`config.mk`:
```
export PLATFORM = sky130hd
export DESIGN_NAME = alu_secuenciador
export DESIGN_NICKNAME = d
export VERILOG_FILES = /design/src/rtl/alu_secuenciador.sv
export SDC_FILE = /design/constraint.sdc
export NUM_CORES = 1
export LEC_CHECK = 0
export CELL_PAD_IN_SITES_DETAIL_PLACEMENT = 0
export CELL_PAD_IN_SITES_GLOBAL_PLACEMENT = 1
export CORE_MARGIN = 2
export CORE_UTILIZATION = 23
export DETAILED_ROUTE_END_ITERATION = 8
export GPL_TIMING_DRIVEN = 0
export PLACE_DENSITY = 0.78
export SETUP_SLACK_MARGIN = 0.1
export SYNTH_ARGS = -nofsm -noshare
export SYNTH_HDL_FRONTEND = slang
export SYNTH_SLANG_ARGS = --single-unit
```
`constraint.sdc`:
```
create_clock -name clk -period 1.22 [get_ports clk]
set_input_delay 0.122 -clock clk [delete_from_list [all_inputs] [get_ports clk]]
set_output_delay 0.122 -clock clk [all_outputs]
set_load 0.02 [all_outputs]
```
`src/rtl/alu_secuenciador.sv`:
```
// Two-requester, round-robin sequencer that serialises operations onto a shared
// registered ALU and returns each result tagged with the id of its requester.
//
// state | meaning
// IDLE  | arbitrating; the granted requester sees ready and is accepted on the next edge
// EXEC  | operands held on alu_*, counting down the ALU latency
// RESP  | result held on rsp_*, waiting for rsp_ready
module alu_secuenciador #(
   parameter int DATA_WIDTH  = 8,
   parameter int ALU_LATENCY = 1
) (
   input  logic                      clk,
   input  logic                      rst,
   input  logic                      req0_valid,
   output logic                      req0_ready,
   input  logic [2:0]                req0_opcode,
   input  logic [DATA_WIDTH-1:0]     req0_a,
   input  logic [DATA_WIDTH-1:0]     req0_b,
   input  logic                      req1_valid,
   output logic                      req1_ready,
   input  logic [2:0]                req1_opcode,
   input  logic [DATA_WIDTH-1:0]     req1_a,
   input  logic [DATA_WIDTH-1:0]     req1_b,
   output logic [2:0]                alu_opcode,
   output logic [DATA_WIDTH-1:0]     alu_a,
   output logic [DATA_WIDTH-1:0]     alu_b,
   input  logic [2*DATA_WIDTH-1:0]   alu_data,
   output logic                      rsp_valid,
   input  logic                      rsp_ready,
   output logic                      rsp_id,
   output logic [2*DATA_WIDTH-1:0]   rsp_data,
   output logic                      busy
);

   localparam int CW = (ALU_LATENCY < 2) ? 1 : $clog2(ALU_LATENCY + 1);

   typedef enum logic [1:0] {IDLE, EXEC, RESP} state_t;

   state_t          state;
   logic            last;
   logic [CW-1:0]   cnt;
   logic            any_valid;
   logic            grant;

   // On contention the requester that did not win last time gets the slot.
   always_comb begin
      any_valid = req0_valid | req1_valid;
      grant     = (req0_valid && req1_valid) ? ~last : req1_valid;
   end

   assign req0_ready = (state == IDLE) && any_valid && !grant && !rst;
   assign req1_ready = (state == IDLE) && any_valid &&  grant && !rst;
   assign rsp_valid  = (state == RESP);
   assign busy       = (state != IDLE);

   always_ff @(posedge clk) begin
      if (rst) begin
         state      <= IDLE;
         last       <= 1'b1;
         cnt        <= '0;
         alu_opcode <= '0;
         alu_a      <= '0;
         alu_b      <= '0;
         rsp_id     <= 1'b0;
         rsp_data   <= '0;
      end else begin
         case (state)
            IDLE: begin
               if (any_valid) begin
                  alu_opcode <= grant ? req1_opcode : req0_opcode;
                  alu_a      <= grant ? req1_a      : req0_a;
                  alu_b      <= grant ? req1_b      : req0_b;
                  rsp_id     <= grant;
                  last       <= grant;
                  cnt        <= CW'(ALU_LATENCY);
                  state      <= EXEC;
               end
            end
            EXEC: begin
               if (cnt != '0) begin
                  cnt <= cnt - CW'(1);
               end else begin
                  rsp_data <= alu_data;
                  state    <= RESP;
               end
            end
            RESP: begin
               if (rsp_ready) state <= IDLE;
            end
            default: state <= IDLE;
         endcase
      end
   end

endmodule

```
==> metrics, run 1 <==
clock period minus final worst setup slack 1380 ps; CP startpoint kind flop; number of cells on the worst hold path 2; post-placement cell area 0.00279 mm^2; Mean Syn Cell Area 8.11 um^2; sequential fraction of the synthesis area 47.5%; main area contributors after synthesis dfxtp_1 (47%), nand2_1 (16%), a21oi_1 (11%); per-cell routed wire length 13.2 um; final worst-path cycle share 113%; number of enable flip-flop cells after synthesis 0; total wire length after detailed routing 5.74 mm; post-synthesis sequential element count 40; Worst Path Class, Setup reg2reg; critical path arrival 1550 ps; clock sink count 40; max cap viols 0; Die ar. 0.00803 mm^2; number of core rows 31; Post-Route Skew 4.97 ps; post-synthesis cell type with the largest combined area dfxtp_1; category of the worst setup path capture point flop; final core utilization 45.1%; Post-synth top flop dfxtp_1; Iter 0 DRT Violations 31; number of antenna violations at the first check in global routing 0; clock tree buffer depth 2; r2r worst-path depth 6; number of remaining DRC errors 0; violated checks negative setup slack; via density per instance 4.50; Final Slew Violations 0; Yosys top cell area share 47.5%; biggest fanout along the worst timing path 10; syn nets 267; Worst-Skew Late Latency 290 ps; number of buffers added on ports 97; dominant cell by count in the synthesized netlist nand2_1; Synth cell types 24; via count of the first global-routing pass 1790; Floorplan Core Area 0.00718 mm^2; setup repair after global routing missed its margin true; height of the die 89.6 um; Worst-path clk slew 80 ps; Hold Path Class in2reg; Yosys warnings 0; Final setup viols 40; Num CTS Buffers 5; CTS H-Tree Depth 2; Design Power 4.00 mW; worst slew margin relative to its limit 58.1%; hold-fix buffer count after cts 0; synthesized instance count 208; share of synthesized registers carrying an async set or reset 0%; TritonCTS clock tree done; power density over the cells 1240 mW/mm^2; cell leakage power 1.29 nW; status complete, but fails checks; via count of the routed design 1963; GRT Total Usage 14.0%; pin count of the biggest net entering global routing 13; Max Clk Rate 723 MHz; root buf cell clkbuf_8; number of antenna-violating nets in the routed design 0; net total in the final layout 395; fraction of layout cells with a size suffix above 1 26.7%; final instance area 0.00324 mm^2; antenna diode instance count 0; commonest cells in the netlist nand2_1 (73), dfxtp_1 (40), a21oi_1 (38), a311oi_1 (19), buf_2 (7); final estimated routing congestion in global placement 0.687; worst path setup slack after routing -164 ps; number of iterations in the first detailed-routing pass 4; wire length of the first global-routing pass 8.62 mm; grt ovf 0; post-DP HPWL 3.74 mm; required time of the worst setup path 1390 ps; VDD IR-drop max 429 uV; endpoints failing hold 0; actual transition at the worst max-transition pin 629 ps; initial cell density of the core 23.5%; Horiz. Die Dim 89.6 um; post-synth design cell area 0.00169 mm^2; Area growth, synth to finish 91.8%; top-level I/O count 99
-- placed cells by master, fill, tap and decap left out, types with 7 or more instances in the layout --
cell             instances
clkdlybuf4s50_1         55
dfxtp_1                 37
a311oi_2                 8
clkdlybuf4s15_1         25
a21oi_2                  7
a21oi_1                 32
buf_6                   17
dlygate4sd2_1            7
a311oi_1                11
nand2_1                 64
nand2_2                  7
buf_4                   18
-- layout make-up --
class | count | area, um^2
inverters | 2 | 10.0
well taps | 99 | 124
fillers | 741 | 3940
plain buffers | 17 | 145
clock buffers | 6 | 82.6
repair buffers | 121 | 1150
multi-input cells | 149 | 900
flip-flops and latches | 40 | 812
clock inverters | 2 | 10.0
-- cells by family (layout without fill, tap and decap cells) --
kind of cell	count (synthesis)	count (layout)	share of synthesized area, %
DFF	40	40	47.5
and+or+nand+nor	85	85	21.4
AOI/OAI and AO/OA	64	64	24.4
buffers and inverters	19	148	6.75
-- final timing paths --
kind	from	endpoint	slack [ps]
min	rst	last	230
min reg2reg	rsp_data[12]	rsp_data[12]	450
max	state[1]	rsp_data[11]	-160
max reg2reg	state[1]	rsp_data[11]	-160
-- report_power, final --
| group | switching [mW] | leakage [nW] | total [mW] | internal (mW) |
|---|---|---|---|---|
| logic | 0.732 | 0.906 | 1.51 | 0.776 |
| clock network | 0.482 | 0.0510 | 0.934 | 0.452 |
| registers | 0.0994 | 0.331 | 1.56 | 1.46 |
-- through the flow --
| stage | setup TNS (ps) | hold slack (ps) | instances | setup slack [ps] |
|---|---|---|---|---|
| 2_1_floorplan | 0 | 258 | 208 | 20.8 |
| 3_5_place_dp | -9520 | 443 | 404 | -851 |
| 5_1_grt | -6950 | 248 | 436 | -226 |
| 6_report | -4090 | 234 | 436 | -164 |
| 3_3_place_gp | -9090 | 438 | 404 | -856 |
| 4_1_cts | -4420 | 245 | 431 | -168 |
-- state kept, by name, indices dropped and copies added (netlist names) --
signal	flops
last	1
alu_a	8
rsp_id	1
alu_opcode	3
rsp_data	16
state	2
cnt	1
alu_b	8
-- repair_timing --
action | 4_1_cts | 5_1_grt
resized for setup | 97 | 56
endpoints found under the setup margin | 77 | 73
gates cloned | 3 | 0
setup buffers | 16 | 5
pin swaps | 15 | 5
-- layer usage --
metal  routed length, um  part of all wire (%)  vias to the layer above  track usage, %
met1                2470                    43                      909            16.5
met2                2730                    47                       73            23.9
li1                    -                     -                      975               -
met4                  55                  0.96                        0            3.26
met3                 496                   8.6                        6            5.39
met5                   0                     0                        -               0
-- critical path: stages (launching register included) --
cell and delay [ps]:
dfxtp_4 370, buf_6 110, or3b_1 350, buf_6 160
buf_8 140, nand2_1 60, a21oi_1 50
Note: power is estimated with default switching activity, not from simulation.
==> run 2: changes to the inputs <==
==> constraint.sdc (replaced) <==
create_clock -name clk -period 1.22 [get_ports clk]
set_input_delay 0.122 -clock clk [delete_from_list [all_inputs] [get_ports clk]]
set_output_delay 0.122 -clock clk [all_outputs]
set_load 0.01 [all_outputs]
==> metrics, run 2 (synthesis gave the netlist of run 1 again) <==
cell breakdown of the critical path buf_6, or3b_4, buf_6, buf_6, nand2_1, a21oi_1 (was buf_6, or3b_1, buf_6, buf_8, nand2_1, a21oi_1); via count of the first global-routing pass 1783 (was 1790); worst-case hold slack 261 ps (was 234 ps); Worst-path clk slew 80 ps (about the same); internal power consumption 2.91 mW (was 2.69 mW); Placement Setup Slack -836 ps (was -851 ps); clock period minus final worst setup slack 1360 ps (was 1380 ps); critical register-to-register path startpoint state[0] (was state[1]); switching pwr 1.22 mW (was 1.31 mW); initial cell density of the core 23.5% (unchanged); setup repair after global routing missed its margin true (unchanged); maximum single-stage delay on the critical path 380 ps (was 370 ps); number of antenna-violating nets in the routed design 0 (unchanged); number of iterations in the first detailed-routing pass 3 (was 4); Floorplan Core Area 0.00718 mm^2 (unchanged); net total in the final layout 398 (was 395); cell family with most CP delay simple AND/OR/NAND/NOR gates (was buffers and inverters); area of combinational cells with multiple inputs 952 um^2 (was 900 um^2); required time of the worst setup path 1380 ps (was 1390 ps); critical path arrival 1520 ps (was 1550 ps); post-DP HPWL 3.73 mm (was 3.74 mm); power density over the cells 1220 mW/mm^2 (was 1240 mW/mm^2); worst path setup slack after routing -137 ps (was -164 ps); final instance area 0.00338 mm^2 (was 0.00324 mm^2); final core utilization 47.1% (was 45.1%); post-route insts no fill 439 (was 436); number of antenna violations at the first check in global routing 0 (unchanged); commonest cells after routing, fill and taps aside clkdlybuf4s50_1 (55), nand2_1 (49), dlygate4sd2_1 (38) (was nand2_1 (64), clkdlybuf4s50_1 (55), dfxtp_1 (37)); biggest fanout along the worst timing path 5 (was 10); Horiz. Die Dim 89.6 um (unchanged); Design Power 4.13 mW (was 4.00 mW); top-level I/O count 99 (unchanged); Post-Route Skew 6.54 ps (was 4.97 ps); height of the die 89.6 um (unchanged); per-cell routed wire length 13.4 um (was 13.2 um); root buf cell clkbuf_8 (unchanged); Worst Min Path Start rst (unchanged); switching share of power 29.5% (was 32.8%); Num CTS Buffers 5 (unchanged); clock tree buffer depth 2 (unchanged); violated checks negative setup slack (unchanged); max cap viols 0 (unchanged); endpoints failing hold 0 (unchanged); portion of total power attributed to sequential cells 37.7% (was 39.0%); Iter 0 DRT Violations 35 (was 31); instance count after placement with tap cells included 404 (unchanged); cell leakage power 1.45 nW (was 1.29 nW); area taken by flip-flops and latches 813 um^2 (was 812 um^2); Top cell by count, worst path buf_6 (unchanged); Final setup viols 34 (was 40); actual transition at the worst max-transition pin 585 ps (was 629 ps); registers with the most flip-flops rsp_data x16, alu_a x8, alu_b x8 (unchanged); Hold Path Class in2reg (unchanged); wire length of the first global-routing pass 8.57 mm (was 8.62 mm); Worst Path Class, Setup reg2reg (unchanged); max reg flops 16 (unchanged); proportion of power drawn by combinational gates 36.3% (was 37.7%); grt ovf 0 (unchanged); Final Slew Violations 0 (unchanged); GRT Total Usage 13.8% (was 14.0%); Die ar. 0.00803 mm^2 (unchanged); Area growth, synth to finish 100% (was 91.8%); via density per instance 4.41 (was 4.50); pin count of the biggest net entering global routing 13 (unchanged); worst slew margin relative to its limit 61.0% (was 58.1%); total of fill cells in the finished design 732 (was 741); post-placement cell area 0.00279 mm^2 (unchanged); category of the worst setup path capture point flop (unchanged); status complete, but fails checks (unchanged); crit path max-delay cell type dfxtp_4 (unchanged); sum of buffers and inverters on the critical path 3 (unchanged); CP startpoint kind flop (unchanged); fraction of layout cells with a size suffix above 1 29.7% (was 26.7%); number of remaining DRC errors 0 (unchanged); launch point of the critical path state[0] (was state[1]); hold-fix buffer count after cts 0 (unchanged); VDD IR-drop max 424 uV (was 429 uV); accumulated negative setup slack -2840 ps (was -4090 ps); Worst R2R Setup Slack -140 ps (was -160 ps); total wire length after detailed routing 5.87 mm (was 5.74 mm); number of buffers added on ports 97 (unchanged); clock sink count 40 (unchanged); Max Clk Rate 737 MHz (was 723 MHz); final estimated routing congestion in global placement 0.646 (was 0.687); CTS H-Tree Depth 2 (unchanged); Worst-Skew Late Latency 290 ps (about the same); antenna diode instance count 0 (unchanged); most common library cell in the layout ignoring fill and taps clkdlybuf4s50_1 (was nand2_1); final worst-path cycle share 111% (was 113%); TritonCTS clock tree done (unchanged); via count of the routed design 1936 (was 1963); Biggest register rsp_data (unchanged); Clk pwr share 26.0% (was 23.3%); number of core rows 31 (unchanged)
run 2: cell types whose count changed in the layout (fill, tap and decap cells not counted), moves of 6 or more:
cell and delta:
nand2_1 -15, nand2_4 +6, clkbuf_2 -6, dlygate4sd2_1 +31
nand2_2 +9, clkdlybuf4s15_1 -25, buf_4 -7, buf_6 +6
run 2: metal layers:
layer  part of all wire (%)  vias up  GRT usage [%]  routed length (um)
met2                     48       64           23.3                2840
met5                      0        -              0                   0
met4                   0.80        0           2.99                  47
li1                       -      982              -                   -
met1                     44      884           17.1                2600
met3                    6.4        6           4.75                 375
run 2: power groups by stage:
stage / Clock [mW] / Combinational [mW] / Sequential (mW)
6_report: 1.07 / 1.50 / 1.56
5_1_grt: 1.16 / 1.63 / 1.58
4_1_cts: 1.12 / 1.34 / 1.55
3_5_place_dp: 0 / 1.14 / 1.58
3_3_place_gp: 0 / 1.13 / 1.58
2_1_floorplan: 0 / 0.465 / 1.64
run 2: repair_timing:
item,CTS,global route
hold endpoints to repair,0,0
endpoints found under the setup margin,78,42
buffers inserted,19,5
gates cloned,3,0
gates resized for setup,96,49
pin swaps,25,19
run 2: final timing paths:
path / end / cells past startpoint
max: rsp_data[2] / 6
min: last / 2
max reg2reg: rsp_data[2] / 6
min reg2reg: rsp_data[0] / 2
run 2: final cells by class:
class,count,share of cell area [%]
timing repair buffer,124,36.1
multi-input combinational,149,28.2
sequential,40,24.1
buffer,17,4.59
tap,99,3.67
clock buffer,6,2.15
clock inverter,2,1.04
inverter,2,0.222
==> run 3: changes to the inputs <==
--- a/config.mk
+++ b/config.mk
@@ -16,3 +16,4 @@
 export SYNTH_ARGS = -nofsm -noshare
 export SYNTH_HDL_FRONTEND = slang
 export SYNTH_SLANG_ARGS = --single-unit
+export TNS_END_PERCENT = 100
==> results of run 3 <==
No change in the layout: final DEF, timing and power equal those of run 2.
